### config.mk
export PLATFORM = sky130hd
export DESIGN_NAME = ingress_scheduler
export DESIGN_NICKNAME = d
export VERILOG_FILES = /design/src/rtl/ingress_scheduler.sv
export SDC_FILE = /design/constraint.sdc
export NUM_CORES = 1
export LEC_CHECK = 0
export BUFFER_PORTS_ARGS = -buffer_cell sky130_fd_sc_hd__buf_4
export CAP_MARGIN = 20
export CORE_MARGIN = 1.5
export CORE_UTILIZATION = 39
export CTS_CLUSTER_SIZE = 16
export DETAILED_ROUTE_END_ITERATION = 7
export MAX_ROUTING_LAYER = met4
export PLACE_DENSITY = 0.87
export SLEW_MARGIN = 40
export SYNTH_ARGS = -nofsm -noshare
export SYNTH_HDL_FRONTEND = slang
export SYNTH_SLANG_ARGS = --single-unit
### constraint.sdc
create_clock -name clk -period 2.5 [get_ports clk]
set_input_delay 0.5 -clock clk [delete_from_list [all_inputs] [get_ports clk]]
set_output_delay 0.5 -clock clk [all_outputs]
set_load 0.005 [all_outputs]
### src/rtl/ingress_scheduler.sv
// ingress_scheduler: round-robin sharing of the switch ingress bus among four requesters
module ingress_scheduler #(
   parameter int BURST_MAX = 4,
   parameter int TIMEOUT   = 16
) (
   input  logic        clk,
   input  logic        reset,
   input  logic [3:0]  req,
   input  logic [63:0] req_data,
   input  logic [63:0] req_addr,
   output logic [3:0]  gnt,
   output logic [15:0] data_in,
   output logic [15:0] addr_in,
   output logic [3:0]  valid_in,
   input  logic [3:0]  rcv_rdy,
   output logic        busy,
   output logic [1:0]  owner,
   output logic        timeout_err
);
   typedef enum logic {IDLE, SEND} state_t;
   state_t      state;
   logic [1:0]  rr_ptr;
   logic [1:0]  winner;
   logic [1:0]  next_ptr;
   logic [3:0]  beat_cnt;
   logic [7:0]  stall_cnt;
   logic        send;
   logic        own_req;
   logic        accept;
   logic        stall;
   logic        last_beat;
   logic        expire;
   assign send      = state == SEND;
   assign own_req   = req[owner];
   assign accept    = send && own_req && rcv_rdy[owner];
   assign stall     = send && own_req && !rcv_rdy[owner];
   assign last_beat = beat_cnt == 4'(BURST_MAX - 1);
   assign expire    = stall_cnt == 8'(TIMEOUT - 1);
   assign next_ptr  = owner + 2'd1;
   assign busy      = send;
   assign timeout_err = stall && expire;
   assign gnt       = accept ? 4'b0001 << owner : 4'b0000;
   assign valid_in  = (send && own_req) ? 4'b0001 << owner : 4'b0000;
   assign data_in   = send ? req_data[{owner, 4'b0000} +: 16] : 16'h0000;
   assign addr_in   = send ? req_addr[{owner, 4'b0000} +: 16] : 16'h0000;
   // first requesting index at or after rr_ptr, wrapping mod 4
   always_comb begin
      winner = rr_ptr;
      for (int k = 3; k >= 0; k--)
         if (req[rr_ptr + 2'(k)]) winner = rr_ptr + 2'(k);
   end
   // grant on the IDLE bubble, count beats and stalls while sending, rotate on burst end, release or timeout
   always_ff @(posedge clk or negedge reset) begin
      if (!reset) begin
         state     <= IDLE;
         rr_ptr    <= 2'd0;
         owner     <= 2'd0;
         beat_cnt  <= 4'd0;
         stall_cnt <= 8'd0;
      end else if (!send) begin
         if (|req) begin
            state     <= SEND;
            owner     <= winner;
            beat_cnt  <= 4'd0;
            stall_cnt <= 8'd0;
         end
      end else begin
         if (accept) begin
            beat_cnt  <= beat_cnt + 4'd1;
            stall_cnt <= 8'd0;
         end else if (stall && !expire) begin
            stall_cnt <= stall_cnt + 8'd1;
         end
         if (!own_req || (accept && last_beat) || timeout_err) begin
            state  <= IDLE;
            rr_ptr <= next_ptr;
         end
      end
   end
endmodule

---- Yosys cells after proc, flatten, opt, wreduce, memory -nomap -nowiden ----
Cells that the tools add are included.
word-level totals
  flip-flop bits (word level) ............. 17
  input bits .............................. 138
  output and inout bits ................... 44
  word-level logic and storage cells ...... 71
operators by class
  $add $sub $neg .......................... 6
  $lt $le $gt $ge ......................... 5
  equality and inequality tests ........... 4
  shifts and indexed selects .............. 3
  multiplexer cells ....................... 30
  bitwise logic cells ..................... 1
  reduce and logical (&&, ||, !) cells .... 17
operator list
  cell                                                count
  variable part select 64 x 7 -> 16 bit               2
  2-to-1 mux 16 bit                                   2
  2-to-1 mux 8 bit                                    4
  2-to-1 mux 4 bit                                    5
  < comparator 2 x 3 -> 1 bit, second input constant  5
  binary-select mux 1 bit (select 2 bit)              6
  2-to-1 mux 1 bit                                    9
  adder 8 x 1 -> 8 bit, second input constant         1
  == test 8 x 4 -> 1 bit, second input constant       1
  2-to-1 mux 2 bit                                    4
  AND reduction 2 bit                                 4
  logical AND 1 bit                                   6
  adder 2 x 1 -> 2 bit, second input constant         2
  adder 2 bit, second input constant                  2
  adder 4 x 1 -> 4 bit, second input constant         1
  == test 4 x 2 -> 1 bit, second input constant       1
  OR reduction 4 bit                                  1
  << shifter 1 x 2 -> 4 bit, first input constant     1
  logical NOT 1 bit                                   3
  != test 3 x 1 -> 1 bit, second input constant       1
  logical OR 1 bit                                    2
  != test 2 x 1 -> 1 bit, second input constant       1
  nonzero test 2 bit                                  1
  NOT 1 bit                                           1

---- Longest topological paths before layout ----
Gate-level depths: netlist of run 1.
  word-level depth ........................ 9
  gate-level depth with buffers ........... 6
  mapped depth without buffers ............ 5

---- Worst setup path before layout of run 1 ----
Ideal clock, no wire load.
  path kind ............................... register -> output
  start ................................... reg owner[0]
  end ..................................... out addr_in[10]
  data arrival time ....................... 1.780 ns
  path slack .............................. 0.220 ns
  stages on the path, launching flop included .. 5
  cell sequence ........................... dfrtp_1 > buf_6 > buf_1 > mux4_2 > and2_1
between the ends
  longest elaborated chain between the ends .. 2
RTL lines
  what                                   RTL line  source
  start, declared                        17        output logic [1:0] owner,
  start signal, assigned                 63        owner <= winner;
  variable part select 64 x 7 -> 16 bit  45        assign addr_in = send ? req_addr[{owner, 4'b0000} +: 16] : 16'h0000;
  2-to-1 mux 16 bit                      45
  end, declared                          13        output logic [15:0] addr_in,
Every way passes these cells.

---- Worst setup path in the final report of run 1 ----
  start ................................... reg owner[0]
  end ..................................... out timeout_err
between the ends
  longest elaborated chain between the ends .. 5
RTL lines
  what                                                           RTL line  source
  binary-select mux 1 bit (select 2 bit) (on tied branches)      34, 36
  2-to-1 mux 1 bit (on tied branches)                            34, 36
  logical AND 1 bit / logical NOT 1 bit (equally long branches)  36        assign stall = send && own_req && !rcv_rdy[owner];
  logical AND 1 bit *                                            36
  logical AND 1 bit *                                            41        assign timeout_err = stall && expire;
  end, declared                                                  18        output logic timeout_err
Mark *: on every way between the ends. The rest lies on a longest branch, timed or not. The select of a mux whose other input is x is not followed.

==> results of run 1 <==
[final timing paths]
kind                              from  slack (ns)           end
max                           owner[0]        0.04   timeout_err
min                              reset        0.10  stall_cnt[1]
max reg2reg                   owner[0]        0.21  stall_cnt[5]
min reg2reg                beat_cnt[1]        0.53   beat_cnt[1]
max in group asynchronous        reset        2.20      owner[0]
min in group clk           beat_cnt[1]        0.53   beat_cnt[1]
[kinds of logic (layout without fill, tap and decap cells)]
kind of cell | Yosys count | count (layout)
DFF | 17 | 17
adders and majority gates | 6 | 6
buffers and inverters | 19 | 199
xor gates and xnor gates | 2 | 2
and+or+nand+nor | 88 | 88
AOI/OAI and AO/OA | 23 | 23
muxes | 38 | 38
[report_power, final]
part | switching, mW | internal, mW | total [mW]
Sequential | 0.117 | 0.350 | 0.467
Clock | 0.0909 | 0.113 | 0.204
Combinational | 1.01 | 1.43 | 2.45
Total | 1.22 | 1.90 | 3.12
[cells in the mapped netlist]
cell       number
a211o_1         2
a211oi_1        1
a21boi_2        1
a21oi_1         2
a21oi_4         1
a221o_1         3
a22o_1          1
a31oi_1         1
a31oi_4         1
and2_1         37
and3_1         11
buf_1           1
buf_2           3
buf_6           1
clkbuf_1       10
dfrtp_1        17
ha_1            6
inv_1           4
mux2_1          2
mux2_2          1
mux2i_1         1
mux4_2         34
nand2_1         8
nand2b_1        1
nand3_1         9
nand4_1         2
nor2_1         10
nor2b_1         2
nor3_1          2
nor4_1          1
o2111ai_1       2
o211a_1         1
o21ai_0         4
o22ai_1         1
o311ai_2        1
o31ai_1         1
or2_2           1
or3_1           2
or3_4           1
or4_1           1
xor2_1          2
[area by class of cell]
class                   instances  area (um2)  share of cell area (%)
repair buffers                191        1430                    39.7
flip-flops and latches         17         427                    11.8
inverters                       4        15.0                   0.415
well taps                      70        87.6                    2.42
multi-input cells             157        1610                    44.4
clock buffers                   4        45.0                    1.25
[per-layer routing]
metal / routed length [um] / GRT usage [%]
met5: 0 / -
met4: 373 / 13.5
met3: 845 / 7.90
met2: 4190 / 50.0
met1: 2780 / 31.3
[state kept, by name, indices dropped and copies added, names as in the netlist]
| name | count |
|---|---|
| beat_cnt | 4 |
| busy | 1 |
| owner | 2 |
| rr_ptr | 2 |
| stall_cnt | 8 |
[through the flow]
| step | std cells | power, mW |
|---|---|---|
| floorplan | 193 | 1.89 |
| global placement | 439 | 2.86 |
| detailed placement | 439 | 2.92 |
| CTS | 443 | 3.13 |
| global route | 443 | 3.37 |
| finish | 443 | 3.12 |
==> flow_summary.toml, run 1 <==
[synth]
synthAdderAreaFrac_pct = 3.55
synth_nets = 337
synth_compound_area_share_pct = 9.76
ys_warn_count = 0
synth_cells = 193
synthXorXnorAreaFrac_pct = 0.828
synth_cell_types = 41
avgSynthCellArea_um2 = 11.0
yosys.area.top_type = "mux4_2"
synth_top_area_share_pct = 36.2
ys_seq_elements = 17
synth_top_family_by_area = "multiplexers"
synthMuxAreaShare_pct = 38.3
netlist_area_um2 = 2110
synth-seq-area-share_pct = 20.1
synth-simple-area-share_pct = 23.6
synth_top_cells_by_area = "mux4_2 (36%), dfrtp_1 (20%), and2_1 (11%)"

[grt]
grt_pass1_wl_um = 12800
grt-ovfl-total = 0
antenna_found_initial = 0
grt_usage_pct = 29.1
grt_pass1_vias = 2547
grt_max_degree = 34

[routing]
post_drt_wl_per_cell_um = 18.5
drcViolationCount = 0
vias_per_cell = 5.53
totalWireLength_um = 8190
drtIter0Drc = 109
num_vias = 2451
drt_first_pass_iters = 4
final_antenna_net_count = 0

[floorplanning]
die_w_um = 76.6
core_area_um2 = 5170
rows = 26
num_io_pins = 182
fp.dieArea_um2 = 5870
dieHeight_um = 76.6
start_util_pct = 40.9

[worst_setup_path]
critPathRequiredTime_ns = 2.00
arrival_ns = 1.96
worst-setup-path-type = "flop to primary output"
crit_path_max_fanout = 5
crit_slowest_cell = "mux4_2"
cp_num_cells = 4
r2r_cells = 5
slowest_delay_ns = 0.58
path_buf_inv = 1
crit_chain = "mux4_2, or3_4, nor2_1, buf_4"
critPathLaunchType = "flop"
end_kind = "primary output"
crit_family = "multiplexers"

[clock_tree]
clk_pin_slew_ns = 0.07
h-tree-depth = 1
ctsHoldBuffers = 0
cts_max_path_buffers = 2
cts_resized = 0
clkSinkCount = 17
cts_setup_buffers = 0
clkLatencyLatePin_ns = 0.25
root_buffer = "clkbuf_8"
cts_tree = "built"
cts_buffers = 3

[final_layout]
final_util_pct = 69.9
fin_area_um2 = 3610
fillers = 413
fin_nets = 518
final_common_cell = "buf_4"
final_cell_mix = "buf_4 (191), and2_1 (37), mux4_2 (34)"
drive_gt1_share_pct = 63.3
area_growth_pct = 70.9
n_antenna_cell = 0

[timing]
setup_ws_ns = 0.0433
fmax_ghz = 0.407
min_period_ns = 2.46
finalSetupViolCount = 0
fin_crit_sh_pct = 98.3
slew_headroom_pct = 57.0
whs_ns = 0.100
final-max-slew-violation-count = 0
final_hold_viol_count = 0
tightest_slew_ns = 0.643
rsz0062_at_grt = "false"
fin_setup_tns_ns = 0
skew_ns = 0.00385

[place]
place_ws_ns = 0.152
io_buffers = 181
hpwl_um = 6960
place_congestion = 0.951
placed_cell_area_um2 = 3570

[run_status]
status = "finished clean"

[power]
ir_drop_v = 0.000387
power_density_nw_per_um2 = 862
p_leak_nw = 1.79

[min_path]
hold_class = "input pin to asynchronous set/reset pin"

[run]
max-cap-violations = 0
Note: power is estimated with default switching activity, not from simulation.
==> run 2: changes to the inputs <==
==> constraint.sdc (replaced) <==
create_clock -name clk -period 2.5 [get_ports clk]
set_input_delay 0.375 -clock clk [delete_from_list [all_inputs] [get_ports clk]]
set_output_delay 0.375 -clock clk [all_outputs]
set_load 0.005 [all_outputs]
==> run 2 against run 1 <==
Worst setup slack better by 0.10 ns. Non-clock buffer count down 4. First-iteration DRC count down 25%. Core utilization down 0.51 points. Sequential cell count unchanged. Critical path depth unchanged. Critical endpoint unchanged.
==> flow_summary.toml, run 2 (same netlist as run 1, synthesis figures left out) <==
[routing]
vias_per_cell = 5.56
wl_met3_um = 930
totalWireLength_um = 8080
final_antenna_net_count = 0
dr.max_layer_used = "met4"
post_drt_wl_per_cell_um = 18.4
drcViolationCount = 0
wl_met1_um = 2660
drtIter0Drc = 82
wl_met2_um = 4180
drt_first_pass_iters = 4
num_vias = 2442

[final_layout]
top_regs = "stall_cnt x8, beat_cnt x4"
largest_register = "stall_cnt"
final_cells = 439
fin_nets = 514
area_growth_pct = 69.7
fillers = 407
largest_reg_flops = 8
final_cell_mix = "buf_4 (186), and2_1 (37), mux4_2 (34)"
n_antenna_cell = 0
drive_gt1_share_pct = 62.9
final_common_cell = "buf_4"
final_util_pct = 69.4

[clock_tree]
cts_setup_buffers = 0
clkSinkCount = 17
root_buffer = "clkbuf_8"
ctsHoldBuffers = 1
clkLatencyLatePin_ns = 0.25
h-tree-depth = 1
cts_buffers = 3
cts_resized = 0
clk_pin_slew_ns = 0.07
cts_max_path_buffers = 2
cts_tree = "built"

[power]
p_leak_nw = 1.77
switching_share_pct = 39.5
p_clk_share_pct = 6.9
power_density_nw_per_um2 = 847
p_int_mw = 1.84
pwr-share-seq_pct = 15.8
ir_drop_v = 0.000435
p_comb_share_pct = 77.3
p_sw_mw = 1.20
total_power_mw = 3.04

[floorplanning]
start_util_pct = 40.9
rows = 26
fp.dieArea_um2 = 5870
dieHeight_um = 76.6
num_io_pins = 182
core_area_um2 = 5170
die_w_um = 76.6

[place]
io_buffers = 181
place_congestion = 0.863
hpwl_um = 6810
placed_cells = 434

[timing]
slew_headroom_pct = 55.7
fmax_ghz = 0.424
final-max-slew-violation-count = 0
fin_setup_tns_ns = 0
tightest_slew_ns = 0.662
whs_ns = 0.458
skew_ns = 0.000799
rsz0062_at_grt = "false"
min_period_ns = 2.36
finalSetupViolCount = 0
fin_crit_sh_pct = 94.3
final_hold_viol_count = 0

[grt]
grt_usage_pct = 28.1
grt_pass1_wl_um = 12500
grt_max_degree = 26
grt_pass1_vias = 2564
grt-ovfl-total = 0
antenna_found_initial = 0

[worst_setup_path]
crit_path_max_fanout = 8
critPathLaunchType = "flop"
worst-setup-path-type = "flop to primary output"
end_kind = "primary output"
critPathRequiredTime_ns = 2.12
arrival_ns = 1.98

[run]
max-cap-violations = 0

[run_status]
status = "finished clean"

[min_path]
hold_class = "input pin to flop"
-- run 2: cell types whose count changed in the layout (fill, tap and decap cells not counted) --
| cell | change |
|---|---|
| dlygate4sd3_1 | +1 |
| clkbuf_1 | -1 |
| buf_4 | -5 |
| clkinv_2 | +1 |
-- run 2: power by group through the flow --
stage / sequential, mW / clock [mW] / combinational, mW
4_1_cts: 0.480 / 0.210 / 2.37
2_1_floorplan: 0.413 / 0 / 1.48
3_5_place_dp: 0.486 / 0 / 2.36
3_3_place_gp: 0.480 / 0 / 2.32
6_report: 0.481 / 0.208 / 2.35
5_1_grt: 0.501 / 0.219 / 2.55
-- run 2: stage by stage --
step                      worst slack, ns  area [um2]
after global placement              0.361        3530
after CTS                           0.134        3590
after detailed placement            0.328        3530
after global routing               0.0648        3590
final                               0.144        3590
after floorplan                     0.300        2110
-- run 2: per-layer routing --
| layer | track usage [%] | up-vias |
|---|---|---|
| met3 | 9.22 | 32 |
| met1 | 28.9 | 1148 |
| met2 | 49.5 | 160 |
| met4 | 11.3 | 0 |
| li1 | - | 1102 |
| met5 | - | - |
-- run 2: path summary, 6_finish.rpt --
check | start | endpoint | slack [ns] | depth (start not counted)
min in group asynchronous | reset | stall_cnt[0] | 0.54 | 2
setup / recovery | owner[0] | timeout_err | 0.14 | 4
hold / removal | req[1] | owner[1] | 0.46 | 3
max in group asynchronous | reset | owner[0] | 1.75 | 2
hold reg to reg | beat_cnt[0] | beat_cnt[0] | 0.53 | 1
setup reg to reg | owner[0] | rr_ptr[0] | 0.36 | 4
-- run 2: worst max-delay path, cell delays in order (launching register included) --
cell	delay, ns
dfrtp_2	0.41
mux4_2	0.61
or3_4	0.47
nor2_1	0.12
buf_4	0.12
-- run 2: final cells by class --
| class | instances | area, um2 | area share, % |
|---|---|---|---|
| tap | 70 | 87.6 | 2.44 |
| timing repair buffer | 187 | 1410 | 39.2 |
| sequential | 17 | 427 | 11.9 |
| clock buffer | 3 | 41.3 | 1.15 |
| multi-input combinational | 157 | 1610 | 44.8 |
| inverter | 4 | 15.0 | 0.418 |
| clock inverter | 1 | 5.00 | 0.139 |
==> run 3: changes to the inputs <==
--- a/config.mk
+++ b/config.mk
@@ -7,12 +7,12 @@
 export LEC_CHECK = 0
 export BUFFER_PORTS_ARGS = -buffer_cell sky130_fd_sc_hd__buf_4
 export CAP_MARGIN = 20
-export CORE_MARGIN = 1.5
+export CORE_MARGIN = 2
 export CORE_UTILIZATION = 39
 export CTS_CLUSTER_SIZE = 16
 export DETAILED_ROUTE_END_ITERATION = 7
 export MAX_ROUTING_LAYER = met4
-export PLACE_DENSITY = 0.87
+export PLACE_DENSITY = 0.86
 export SLEW_MARGIN = 40
 export SYNTH_ARGS = -nofsm -noshare
 export SYNTH_HDL_FRONTEND = slang
==> run 3 against run 2 <==
Sequential share of layout area about the same. Wire length is 8.0% higher. Cell area fell by 0.10%. Count of clock-buffer cells in the layout unchanged. Power is 0.35% lower. Maximum frequency rose by 0.23%. Worst setup slack gained 0.0053 ns. Critical path depth did not move. Via count grew 0.61%. Critical endpoint unchanged. Highest routed layer unchanged.
==> flow_summary.toml, run 3 (same netlist as run 1, synthesis figures left out) <==
[worst_setup_path]
reg2reg_to = "rr_ptr[1]"
crit_family = "multiplexers"
path_buf_inv = 1
startpoint = "owner[0]"
cp_num_cells = 4
crit_end = "timeout_err"
critPathRequiredTime_ns = 2.12
crit_chain = "mux4_2, or3_4, nor2_1, buf_4"
r2r_cells = 4
arrival_ns = 1.98
worst-setup-path-type = "flop to primary output"
crit_path_max_fanout = 8
r2r_slack_ns = 0.27
slowest_delay_ns = 0.62
end_kind = "primary output"
critPathLaunchType = "flop"
crit_slowest_cell = "mux4_2"
r2r_start = "owner[0]"

[routing]
drt_first_pass_iters = 4
post_drt_wl_per_cell_um = 19.9
vias_per_cell = 5.61
final_antenna_net_count = 0
drtIter0Drc = 81
num_vias = 2457
drcViolationCount = 0
totalWireLength_um = 8720

[power]
power_density_nw_per_um2 = 845
p_int_mw = 1.83
p_comb_share_pct = 78.2
p_clk_share_pct = 6.7
pwr-share-seq_pct = 15.1
total_power_mw = 3.03
switching_share_pct = 39.4
p_sw_mw = 1.19
p_leak_nw = 1.76
ir_drop_v = 0.000430

[timing]
finalSetupViolCount = 0
final_hold_viol_count = 0
fin_setup_tns_ns = 0
whs_ns = 0.446
fmax_ghz = 0.425
min_period_ns = 2.35
skew_ns = 0.00297
final-max-slew-violation-count = 0
fin_crit_sh_pct = 94.0
rsz0062_at_grt = "false"
slew_headroom_pct = 54.6
tightest_slew_ns = 0.678

[final_layout]
area_growth_pct = 69.5
final_cell_mix = "buf_4 (184), and2_1 (37), mux4_2 (34)"
n_antenna_cell = 0
top_regs = "stall_cnt x8, beat_cnt x4"
fillers = 412
drive_gt1_share_pct = 62.8
final_cells = 438
final_common_cell = "buf_4"
fin_area_um2 = 3580
largest_reg_flops = 8
largest_register = "stall_cnt"
fin_nets = 513

[clock_tree]
clkLatencyLatePin_ns = 0.25
cts_tree = "built"
root_buffer = "clkbuf_8"
cts_max_path_buffers = 2
cts_buffers = 3
cts_setup_buffers = 0
h-tree-depth = 1
clkSinkCount = 17
clk_pin_slew_ns = 0.06

[place]
io_buffers = 181
placed_cells = 433
placed_cell_area_um2 = 3520
place_congestion = 0.917
hpwl_um = 7370

[grt]
grt_pass1_vias = 2574
antenna_found_initial = 0
grt_max_degree = 36
grt_usage_pct = 30.1
grt_pass1_wl_um = 13500
grt-ovfl-total = 0

[min_path]
hold_class = "input pin to flop"

[floorplanning]
fp.dieArea_um2 = 6030
start_util_pct = 40.9
die_w_um = 77.6
dieHeight_um = 77.6
rows = 26
core_area_um2 = 5170
num_io_pins = 182

[run]
max-cap-violations = 0

[run_status]
status = "finished clean"
-- run 3: power groups by stage --
stage	Sequential, mW	Clock [mW]	Combinational (mW)
2_1_floorplan	0.413	0	1.48
3_3_place_gp	0.450	0	2.32
3_5_place_dp	0.459	0	2.37
4_1_cts	0.455	0.207	2.38
5_1_grt	0.474	0.226	2.57
6_report	0.458	0.203	2.37
-- run 3: layout make-up --
type                       instances  area [um2]  area share (%)
clock inverter                     1        5.00           0.140
inverter                           4        15.0           0.419
clock buffer                       3        41.3            1.15
tap                               70        87.6            2.44
sequential                        17         427            11.9
multi-input combinational        157        1610            44.8
timing repair buffer             186        1400            39.1
-- run 3: per-stage QoR --
step                worst slack [ns]  util (%)
finish                         0.149      69.3
global route                  0.0752      69.3
CTS                          0.00101      69.2
detailed placement             0.274      68.1
global placement               0.314      68.1
floorplan                      0.300         -
-- run 3: layer usage --
metal  GRT usage (%)  share of wire [%]  up-vias
met4            20.4                7.3        0
met3            5.81                7.4       32
li1                -                  -     1099
met2            52.8                 53      146
met1            30.1                 32     1180
met5               -                  0        -
-- run 3: repair_timing --
item                                    4_1_cts  5_1_grt
endpoints found under the setup margin        0       32
endpoints found under the hold margin        17        0
hold buffers                                  1        0
gates resized for setup                       0        1
-- run 3: tightest hold or removal path, cell delays in order --
cell     delay (ns)
buf_4          0.11
a211o_1        0.09
a31oi_1        0.07
-- run 3: how the worst min path moves through the flow --
stage | from | to | slack, ns | depth (start not counted)
after floorplan | reset | beat_cnt[0] | 0.08 | 0
after global placement | reset | stall_cnt[3] | 0.25 | 1
after detailed placement | reset | stall_cnt[3] | 0.25 | 1
after CTS | req[1] | owner[1] | 0.44 | 3
after global routing | req[1] | owner[1] | 0.47 | 3
final | req[1] | owner[1] | 0.45 | 3
